==> config.mk <==
export PLATFORM = sky130hd
export DESIGN_NAME = slot_alloc_tracker
export DESIGN_NICKNAME = d
export VERILOG_FILES = /design/src/rtl/slot_alloc_tracker.sv
export SDC_FILE = /design/constraint.sdc
export NUM_CORES = 1
export LEC_CHECK = 0
export BUFFER_PORTS_ARGS = -buffer_cell sky130_fd_sc_hd__buf_2
export CAP_MARGIN = 10
export CORE_ASPECT_RATIO = 0.6
export CORE_UTILIZATION = 40
export DETAILED_ROUTE_END_ITERATION = 12
export PLACE_DENSITY = 0.69
export SYNTH_ARGS = -nofsm -noshare
export SYNTH_HDL_FRONTEND = slang
export SYNTH_SLANG_ARGS = --single-unit
==> constraint.sdc <==
create_clock -name clock -period 12.8 [get_ports clock]
set_input_delay 1.28 -clock clock [delete_from_list [all_inputs] [get_ports clock]]
set_output_delay 1.28 -clock clock [all_outputs]
set_load 0.01 [all_outputs]
==> src/rtl/slot_alloc_tracker.sv <==
// slot_alloc_tracker
// Occupancy tracker for a WIDTH-entry structure. It presents the free vector
// to an external priority selector, accepts the per-lane one-hot grants that
// come back, and converts each accepted grant into a registered entry index
// while marking the entry busy. Release ports retire entries. Protocol
// violations are collected into a sticky flag.
module slot_alloc_tracker #(
   parameter int WIDTH    = 16,
   parameter int REQS     = 2,
   parameter int IDX_BITS = $clog2(WIDTH),
   parameter int CNT_BITS = $clog2(WIDTH + 1)
) (
   input  logic                     clock,
   input  logic                     reset,
   output logic [WIDTH-1:0]         free_vec,
   input  logic [WIDTH*REQS-1:0]    gnt_bus,
   input  logic [REQS-1:0]          alloc_req,
   output logic [REQS-1:0]          alloc_valid,
   output logic [REQS*IDX_BITS-1:0] alloc_idx,
   input  logic [REQS-1:0]          release_en,
   input  logic [REQS*IDX_BITS-1:0] release_idx,
   output logic [CNT_BITS-1:0]      free_count,
   output logic                     full,
   output logic                     empty,
   output logic                     proto_err
);

   // Binary encode of a one-hot grant; only meaningful when the input is one-hot.
   function automatic logic [IDX_BITS-1:0] encode_onehot(input logic [WIDTH-1:0] v);
      logic [IDX_BITS-1:0] r;
      r = '0;
      for (int i = 0; i < WIDTH; i++) begin
         if (v[i]) r = r | IDX_BITS'(i);
      end
      return r;
   endfunction

   // Number of clear bits in the occupancy map.
   function automatic logic [CNT_BITS-1:0] count_free(input logic [WIDTH-1:0] b);
      logic [CNT_BITS-1:0] n;
      n = '0;
      for (int i = 0; i < WIDTH; i++) begin
         if (!b[i]) n = n + CNT_BITS'(1);
      end
      return n;
   endfunction

   logic [WIDTH-1:0]    busy_p1;
   logic [WIDTH-1:0]    busy_p0;
   logic [WIDTH-1:0]    lane_gnt_p0 [REQS];
   logic [IDX_BITS-1:0] lane_idx_p0 [REQS];
   logic [WIDTH-1:0]    claimed_p0;
   logic [WIDTH-1:0]    set_mask_p0;
   logic [WIDTH-1:0]    clr_mask_p0;
   logic [REQS-1:0]     acc_p0;
   logic                gnt_err_p0;
   logic                rel_err_p0;
   logic                rel_in_range_p0;

   // Status outputs depend on the busy register alone, so the selector loop
   // through free_vec -> gnt_bus never closes combinationally.
   always_comb begin
      free_vec   = ~busy_p1;
      free_count = count_free(busy_p1);
      full       = &busy_p1;
      empty      = ~|busy_p1;
   end

   // Grant qualification: a requested lane allocates only with a clean one-hot
   // grant on a free entry not already taken by a lower lane this cycle.
   always_comb begin
      claimed_p0  = '0;
      set_mask_p0 = '0;
      acc_p0      = '0;
      gnt_err_p0  = 1'b0;
      for (int j = 0; j < REQS; j++) begin
         lane_gnt_p0[j] = gnt_bus[j*WIDTH +: WIDTH];
         lane_idx_p0[j] = encode_onehot(lane_gnt_p0[j]);
         if (alloc_req[j] && (lane_gnt_p0[j] != '0)) begin
            if (!$onehot(lane_gnt_p0[j])) begin
               gnt_err_p0 = 1'b1;
            end else if (|(lane_gnt_p0[j] & busy_p1)) begin
               gnt_err_p0 = 1'b1;
            end else if (|(lane_gnt_p0[j] & claimed_p0)) begin
               gnt_err_p0 = 1'b1;
            end else begin
               acc_p0[j]   = 1'b1;
               claimed_p0  = claimed_p0 | lane_gnt_p0[j];
               set_mask_p0 = set_mask_p0 | lane_gnt_p0[j];
            end
         end
      end
   end

   // Release decode: an in-range index always clears its bit (so a release
   // beats a same-cycle allocation), but releasing a free entry or an
   // out-of-range index is flagged.
   always_comb begin
      clr_mask_p0     = '0;
      rel_err_p0      = 1'b0;
      rel_in_range_p0 = 1'b0;
      for (int k = 0; k < REQS; k++) begin
         rel_in_range_p0 = 1'b0;
         if (release_en[k]) begin
            for (int i = 0; i < WIDTH; i++) begin
               if (release_idx[k*IDX_BITS +: IDX_BITS] == IDX_BITS'(i)) begin
                  rel_in_range_p0 = 1'b1;
                  clr_mask_p0[i]  = 1'b1;
                  if (!busy_p1[i]) rel_err_p0 = 1'b1;
               end
            end
            if (!rel_in_range_p0) rel_err_p0 = 1'b1;
         end
      end
   end

   // Next occupancy: set accepted grants, then clear releases.
   always_comb begin
      busy_p0 = (busy_p1 | set_mask_p0) & ~clr_mask_p0;
   end

   // ---- stage p0 -> p1: occupancy, allocation results and sticky error ----
   always_ff @(posedge clock) begin
      if (reset) begin
         busy_p1     <= '0;
         alloc_valid <= '0;
         alloc_idx   <= '0;
         proto_err   <= 1'b0;
      end else begin
         busy_p1     <= busy_p0;
         alloc_valid <= acc_p0;
         for (int j = 0; j < REQS; j++) begin
            if (acc_p0[j]) alloc_idx[j*IDX_BITS +: IDX_BITS] <= lane_idx_p0[j];
         end
         proto_err   <= proto_err | gnt_err_p0 | rel_err_p0;
      end
   end

endmodule

==> impl_metrics.yaml, run 1 <==
logic_synthesis:
  synth_mux_area_share_pct: 3.25
  syn_nets: 703
  ys_warn_count: 0
  synth_compound_area_share_pct: 24.0
  ys_types: 67
  synth_enable_flop_cells: 0
  avgSynthCellArea_sq_um: 7.57
  synth_top_family_by_area: "compound AO/OA/AOI/OAI gates"
  synth_ff_type: "dfxtp_1"
  synth_top_area_share_pct: 11.7
  yosys.area_share.simple_pct: 22.9
  yosys.area_share.xor_xnor_pct: 13.5
  synth_cells: 610
  synthArstFlopShare_pct: 0
  synthTopCellsByArea: "dfxtp_1, fa_1, ha_1"
  ys_seq_elements: 27
  synthAdderAreaFrac_pct: 16.0
  synthTopCellsByCount: "inv_1, nand2_1, nor2_1"
  syn_area_sq_mm: 0.00462
  synth_top_area_cell: "dfxtp_1"
  ys_seq_area_share_pct: 11.7
routing:
  firstDrtPassIters: 6
  num_vias: 5030
  initialDrtViolationCount: 752
  drtAntennaViolNets: 0
  drt_wl_total_um: 16700
  routedWlPerCell_um: 20.9
  route.detailed.drc: 0
  vias_per_cell: 6.28
setup_path:
  critPathCaptureType: "primary output"
  crit_required_ns: 11.52
  cpMostUsedCell: "ha_1"
  r2r_start: "busy_p1[9]"
  cpPeakStageDelay_ns: 0.51
  worstSetupPathType: "reg -> out"
  crit_fanout: 8
  slowest_stage: "dfxtp_1"
  startpoint: "busy_p1[1]"
  crit_arrival_ns: 10.64
  startpoint_type: "flip-flop"
flow_run:
  maxCapViolCount: 0
floorplan:
  die_y_um: 85.2
  coreArea_sq_mm: 0.0109
  dieWidth_um: 141
  start_util_pct: 42.4
  rows: 29
  pin_count: 80
  die_area_sq_mm: 0.0120
clock_network:
  hold_buffers: 0
  cts.sinks: 27
  tritoncts: "done"
  clk_latency_ns: 0.28
  ctsRootBufferMaster: "clkbuf_16"
  clk_pin_slew_ns: 0.07
  cts_buffers: 3
  cts-resized-gates: 0
  cts_htree_levels: 1
  cts_setup_buffers: 0
  clock_path_buffers: 2
timing:
  slew_headroom_pct: 43.5
  tightest_slew_ns: 0.847
  fin_crit_sh_pct: 93.1
  final.min_clock_period_ns: 11.92
  fmax_ghz: 0.0839
  maxSlewViolCount: 0
  skew_ns: 0.00638
  hold_viol: 0
  setup_tns_ns: 0
  setup_violations: 0
  rsz0062_at_grt: "no"
finish:
  post-route-util_pct: 47.3
  instances_no_fill: 801
  nets: 755
  drive_above_1_share_pct: 16.3
  syn_to_final_growth_pct: 11.5
grt:
  grt_pass1_vias: 4716
  grt_pass1_wl_um: 26200
  grt-ovfl-total: 0
  grt_max_degree: 28
  track_usage_pct: 28.3
  antenna_found_initial: 0
placement:
  dp_hpwl_um: 13000
  dp_cells: 796
  port_buffers: 79
  gp_congestion: 0.961
worst_hold_path:
  hp-start: "alloc_idx[3]"
  worstHoldPathType: "reg -> reg"
status:
  outcome: "finished clean"
## critical path, delay by kind of cell, from the launching register on
| family | cells | cell delay (ns) |
|---|---|---|
| AOI/OAI and AO/OA | 9 | 1.69 |
| xor gates and xnor gates | 3 | 0.59 |
| adders and majority gates | 14 | 4.28 |
| buffers and inverters | 3 | 0.35 |
| DFF | 1 | 0.51 |
| muxes | 6 | 1.48 |
| and+or+nand+nor | 13 | 1.46 |
## state kept, by name, indices dropped and copies added, names as in the netlist
name,cells
alloc_idx,8
proto_err,1
busy_p1,16
alloc_valid,2
## placed cells by master (no fill, tap or decap), types with 3 or more instances in the layout
cell,n
nand3_1,17
a21oi_1,37
and3_1,6
o21ai_0,24
clkbuf_16,3
xnor3_1,5
a221oi_1,4
nor2_1,41
mux2i_1,6
nor4_1,20
buf_2,79
nand2_1,66
xnor2_1,26
o211ai_1,3
ha_1,27
nor4bb_1,3
nand2b_1,6
a22oi_1,23
xor2_1,9
nor3_1,7
a311oi_1,7
inv_1,66
o2111ai_1,6
buf_4,3
mux2_2,6
a41oi_1,3
nand4_1,14
o221ai_1,3
fa_1,20
dfxtp_1,27
xor2_2,3
a211oi_1,7
o31ai_1,6
o22ai_1,6
a221o_1,6
a31oi_1,11
nor2b_1,13
## final cells by class
cell class              count  area [sq um]
fillers                  1091          5740
flip-flops and latches     27           541
clock buffers               3          75.1
multi-input cells         480          3670
inverters                  68           255
well taps                 139           174
repair buffers             82           418
clock inverters             1          7.51
diodes                      1          2.50
## layer usage
layer / vias up / part of all wire (%) / track usage (%)
li1: 2313 / - / -
met1: 2393 / 48 / 42.6
met2: 289 / 39 / 38.5
met3: 35 / 12 / 9.14
met4: 0 / 1.8 / 5.53
met5: - / 0 / 0
## logic make-up (layout without fill, tap and decap cells)
family / count (synthesis) / count (layout)
flops: 27 / 27
simple gates: 208 / 208
buf+inv: 103 / 154
xor+xnor: 50 / 50
other cells: 0 / 1
compound gates: 162 / 162
fa+ha+maj: 47 / 47
mux: 13 / 13
## final timing paths
check / end / slack (ns) / depth (start not counted)
worst max-delay path: free_count[4] / 0.88 / 48
worst min-delay path: alloc_idx[3] / 0.50 / 2
worst max register to register: alloc_idx[6] / 9.76 / 11
worst min register to register: alloc_idx[3] / 0.50 / 2
## metrics by stage
step	hold slack, ns	cell area [sq um]	setup WS, ns
after global routing	0.536	5140	0.217
final	0.497	5150	0.879
after CTS	0.499	5140	0.995
after detailed placement	0.490	5060	1.34
after floorplan	0.518	4620	2.26
after global placement	0.483	5060	1.77
Power of run 1 is left out: the tool's default activity adds up to more than one toggle a clock period on the data nets, which glitch-free logic cannot reach.
==> inputs of run 2 (changes only) <==
Settings changed: CORE_UTILIZATION 40 to 45, CTS_CLUSTER_SIZE set to 25, PLACE_DENSITY 0.69 to 0.75, TNS_END_PERCENT set to 1.
==> impl_metrics.yaml, run 2 (synthesis gave the netlist of run 1 again) <==
grt:
  grt_pass1_wl_um: 26100
  grt_max_degree: 28
  grt-ovfl-total: 0
  track_usage_pct: 31.9
  grt_pass1_vias: 4751
  antenna_found_initial: 0
placement:
  gp_congestion: 0.974
  dp_hpwl_um: 13200
  port_buffers: 79
  post-place-ws_ns: 1.34
setup_path:
  crit_end: "free_count[4]"
  cpPeakStageDelay_ns: 0.45
  worstSetupPathType: "reg -> out"
  cpMostUsedCell: "ha_1"
  crit_required_ns: 11.52
  r2r_setup_slack_ns: 9.57
  r2r_start: "busy_p1[12]"
  timing.rr.end: "busy_p1[8]"
  slowest_stage: "dfxtp_1"
  reg2reg_depth: 10
  crit_fanout: 7
  crit_arrival_ns: 10.63
  startpoint: "busy_p1[0]"
  startpoint_type: "flip-flop"
  critPathCaptureType: "primary output"
floorplan:
  rows: 28
  pin_count: 80
  die_area_sq_mm: 0.0107
  start_util_pct: 46.6
  dieWidth_um: 133
  coreArea_sq_mm: 0.00991
  die_y_um: 80.5
clock_network:
  tritoncts: "done"
  cts-resized-gates: 0
  cts.sinks: 27
  cts_setup_buffers: 0
  cts_htree_levels: 1
  hold_buffers: 0
  cts_buffers: 3
  clock_path_buffers: 2
  clk_pin_slew_ns: 0.07
  clk_latency_ns: 0.27
  ctsRootBufferMaster: "clkbuf_16"
routing:
  firstDrtPassIters: 8
  routedWlPerCell_um: 21.1
  initialDrtViolationCount: 633
  num_vias: 5165
  vias_per_cell: 6.49
  drt_wl_total_um: 16800
  route.detailed.drc: 0
  drtAntennaViolNets: 0
finish:
  largest_reg_flops: 16
  num_antenna_cells: 0
  post-route-util_pct: 51.8
  nets: 755
  multi_input_area_sq_mm: 0.00367
  top_register: "busy_p1"
  fillerInstances: 970
  top_regs: "busy_p1 (16), alloc_idx (8), alloc_valid (2)"
  drive_above_1_share_pct: 16.2
  mostFrequentLayoutCell: "buf_2"
  seq_area_sq_um: 541
  layout_common_cells: "buf_2, inv_1, nand2_1"
  syn_to_final_growth_pct: 11.3
timing:
  setup_tns_ns: 0
  skew_ns: 0.00878
  worst_slack_ns: 0.892
  slew_headroom_pct: 49.7
  hold_viol: 0
  tightest_slew_ns: 0.754
  setup_violations: 0
  final.min_clock_period_ns: 11.91
  maxSlewViolCount: 0
  rsz0062_at_grt: "no"
  fmax_ghz: 0.0840
  fin_crit_sh_pct: 93.0
flow_run:
  maxCapViolCount: 0
worst_hold_path:
  worstHoldPathType: "reg -> reg"
status:
  outcome: "finished clean"
run 2: cell count changes in the layout (fill, tap and decap cells not counted), sizes merged:
| cell | change |
|---|---|
| clkbuf | +1 |
| diode | -1 |
| clkinvlp | -1 |
run 2: metal layers:
metal / track usage [%] / wire length (um) / vias up
met1: 45.3 / 7610 / 2450
met2: 45.6 / 6580 / 378
met4: 3.79 / 185 / 0
met3: 12.9 / 2440 / 22
li1: - / - / 2315
met5: 0 / 0 / -
run 2: final cells by class:
class                           count  area share [%]
Multi-Input combinational cell    480            71.5
Inverter                           68            4.97
Timing Repair Buffer               82            8.14
Sequential cell                    27            10.5
Tap cell                          135            3.29
Clock buffer                        4            1.53
run 2: worst min-delay path by stage:
stage            startpoint           end  slack (ns)  cells after the start
2_1_floorplan  alloc_idx[0]  alloc_idx[0]        0.52                      2
3_3_place_gp   alloc_idx[1]  alloc_idx[1]        0.48                      2
3_5_place_dp   alloc_idx[4]  alloc_idx[4]        0.49                      2
4_1_cts        alloc_idx[0]  alloc_idx[0]        0.51                      2
5_1_grt        alloc_idx[3]  alloc_idx[3]        0.54                      2
6_report       alloc_idx[0]  alloc_idx[0]        0.51                      2
run 2: critical path: cells and delay by family, from the launching register on:
family | cells | cell delay, ns
adder cells (fa/ha/maj) | 14 | 4.34
AO/OA/AOI/OAI | 9 | 1.65
multiplexers | 6 | 1.50
AND/OR/NAND/NOR | 13 | 1.45
XOR/XNOR | 3 | 0.60
flip-flops | 1 | 0.45
buffers and inverters | 3 | 0.37
run 2: stage by stage:
step	area (sq um)	instances	hold slack (ns)
after detailed placement	5060	792	0.490
final	5140	796	0.509
after CTS	5140	796	0.507
after global routing	5140	796	0.535
after global placement	5060	792	0.477
after floorplan	4620	610	0.518
Power of run 2 is left out for the same reason.
==> inputs of run 3 (changes only) <==
Settings changed: CORE_UTILIZATION 45 to 59, PLACE_DENSITY 0.75 to 0.92.
==> impl_metrics.yaml, run 3 (synthesis gave the netlist of run 1 again) <==
status:
  outcome: "finished clean"
timing:
  hold-worst-slack_ns: 0.501
  fin_crit_sh_pct: 94.3
  tightest_slew_ns: 0.811
  hold_viol: 0
  maxSlewViolCount: 0
  setup_violations: 0
  rsz0062_at_grt: "no"
  worst_slack_ns: 0.726
  slew_headroom_pct: 45.8
  fmax_ghz: 0.0828
  skew_ns: 0.00400
  final.min_clock_period_ns: 12.07
  setup_tns_ns: 0
setup_path:
  cpPeakStageDelay_ns: 0.44
  crit_arrival_ns: 10.79
  worstSetupPathType: "reg -> out"
  critPathCaptureType: "primary output"
  crit_family: "adder cells"
  slowest_stage: "dfxtp_1"
  startpoint_type: "flip-flop"
  r2r_setup_slack_ns: 9.56
  timing.critical_path.buf_inv: 3
  cpMostUsedCell: "ha_1"
  crit_fanout: 7
  crit_required_ns: 11.52
grt:
  antenna_found_initial: 0
  grt_max_degree: 28
  track_usage_pct: 42.1
  grt-ovfl-total: 0
  grt_pass1_wl_um: 26300
  grt_pass1_vias: 4862
finish:
  layout_common_cells: "buf_2, inv_1, nand2_1"
  syn_to_final_growth_pct: 10.4
  drive_above_1_share_pct: 16.1
  largest_reg_flops: 16
  num_antenna_cells: 0
  nets: 754
  top_regs: "busy_p1 (16), alloc_idx (8), alloc_valid (2)"
  mostFrequentLayoutCell: "buf_2"
  fillerInstances: 642
  top_register: "busy_p1"
  post-route-util_pct: 68.7
clock_network:
  cts-resized-gates: 0
  clk_latency_ns: 0.27
  cts_htree_levels: 1
  cts_buffers: 3
  ctsRootBufferMaster: "clkbuf_16"
  cts.sinks: 27
  clock_path_buffers: 2
  hold_buffers: 0
  cts_setup_buffers: 0
  clk_pin_slew_ns: 0.07
  tritoncts: "done"
floorplan:
  coreArea_sq_mm: 0.00742
  pin_count: 80
  start_util_pct: 62.2
  die_y_um: 70.5
  dieWidth_um: 116
  die_area_sq_mm: 0.00819
  rows: 24
routing:
  routedWlPerCell_um: 22.0
  num_vias: 5287
  vias_per_cell: 6.92
  initialDrtViolationCount: 920
  drt_wl_total_um: 16800
  drtAntennaViolNets: 0
  route.detailed.drc: 0
  firstDrtPassIters: 7
placement:
  gp_congestion: 1.03
  post-place-ws_ns: 1.25
  dp_hpwl_um: 12900
  port_buffers: 79
flow_run:
  maxCapViolCount: 0
worst_hold_path:
  worstHoldPathType: "reg -> reg"
run 3: cell count changes in the layout (fill, tap and decap cells not counted), sizes merged:
cell and change:
buf -1
run 3: per-stage QoR:
stage	instance area (sq um)	instances
3_5_place_dp	5000	759
3_3_place_gp	5000	759
5_1_grt	5090	764
6_report	5090	764
4_1_cts	5080	763
2_1_floorplan	4620	610
run 3: area by class of cell:
type                    instances  area (sq um)  share of cell area [%]
multi-input cells             480          3670                    72.1
repair buffers                 81           414                    8.13
inverters                      68           255                    5.01
clock buffers                   4          78.8                    1.55
flip-flops and latches         27           541                    10.6
well taps                     104           130                    2.55
run 3: worst reg2reg max path: stages, from the launching register on:
cell and delay, ns:
dfxtp_1 0.78, inv_1 0.38, o2111ai_1 0.31, nor4_1 0.10
nor2b_1 0.15, inv_1 0.07, o21ai_0 0.14, nor2_1 0.60
buf_6 0.25, nor2_1 0.08, a311oi_1 0.28
run 3: per-layer routing:
layer  GRT usage (%)  share of wire, %
met1            60.8                39
met2            57.0                40
met3            18.4                18
met4            9.54               2.8
met5               0                 0
run 3: path summary, 6_finish.rpt:
check | startpoint | end | cells after the start
worst max-delay path | busy_p1[0] | free_count[4] | 48
worst max register to register | busy_p1[6] | alloc_idx[6] | 10
worst min register to register | alloc_idx[2] | alloc_idx[2] | 2
worst min-delay path | alloc_idx[2] | alloc_idx[2] | 2
Power of run 3 is left out for the same reason.
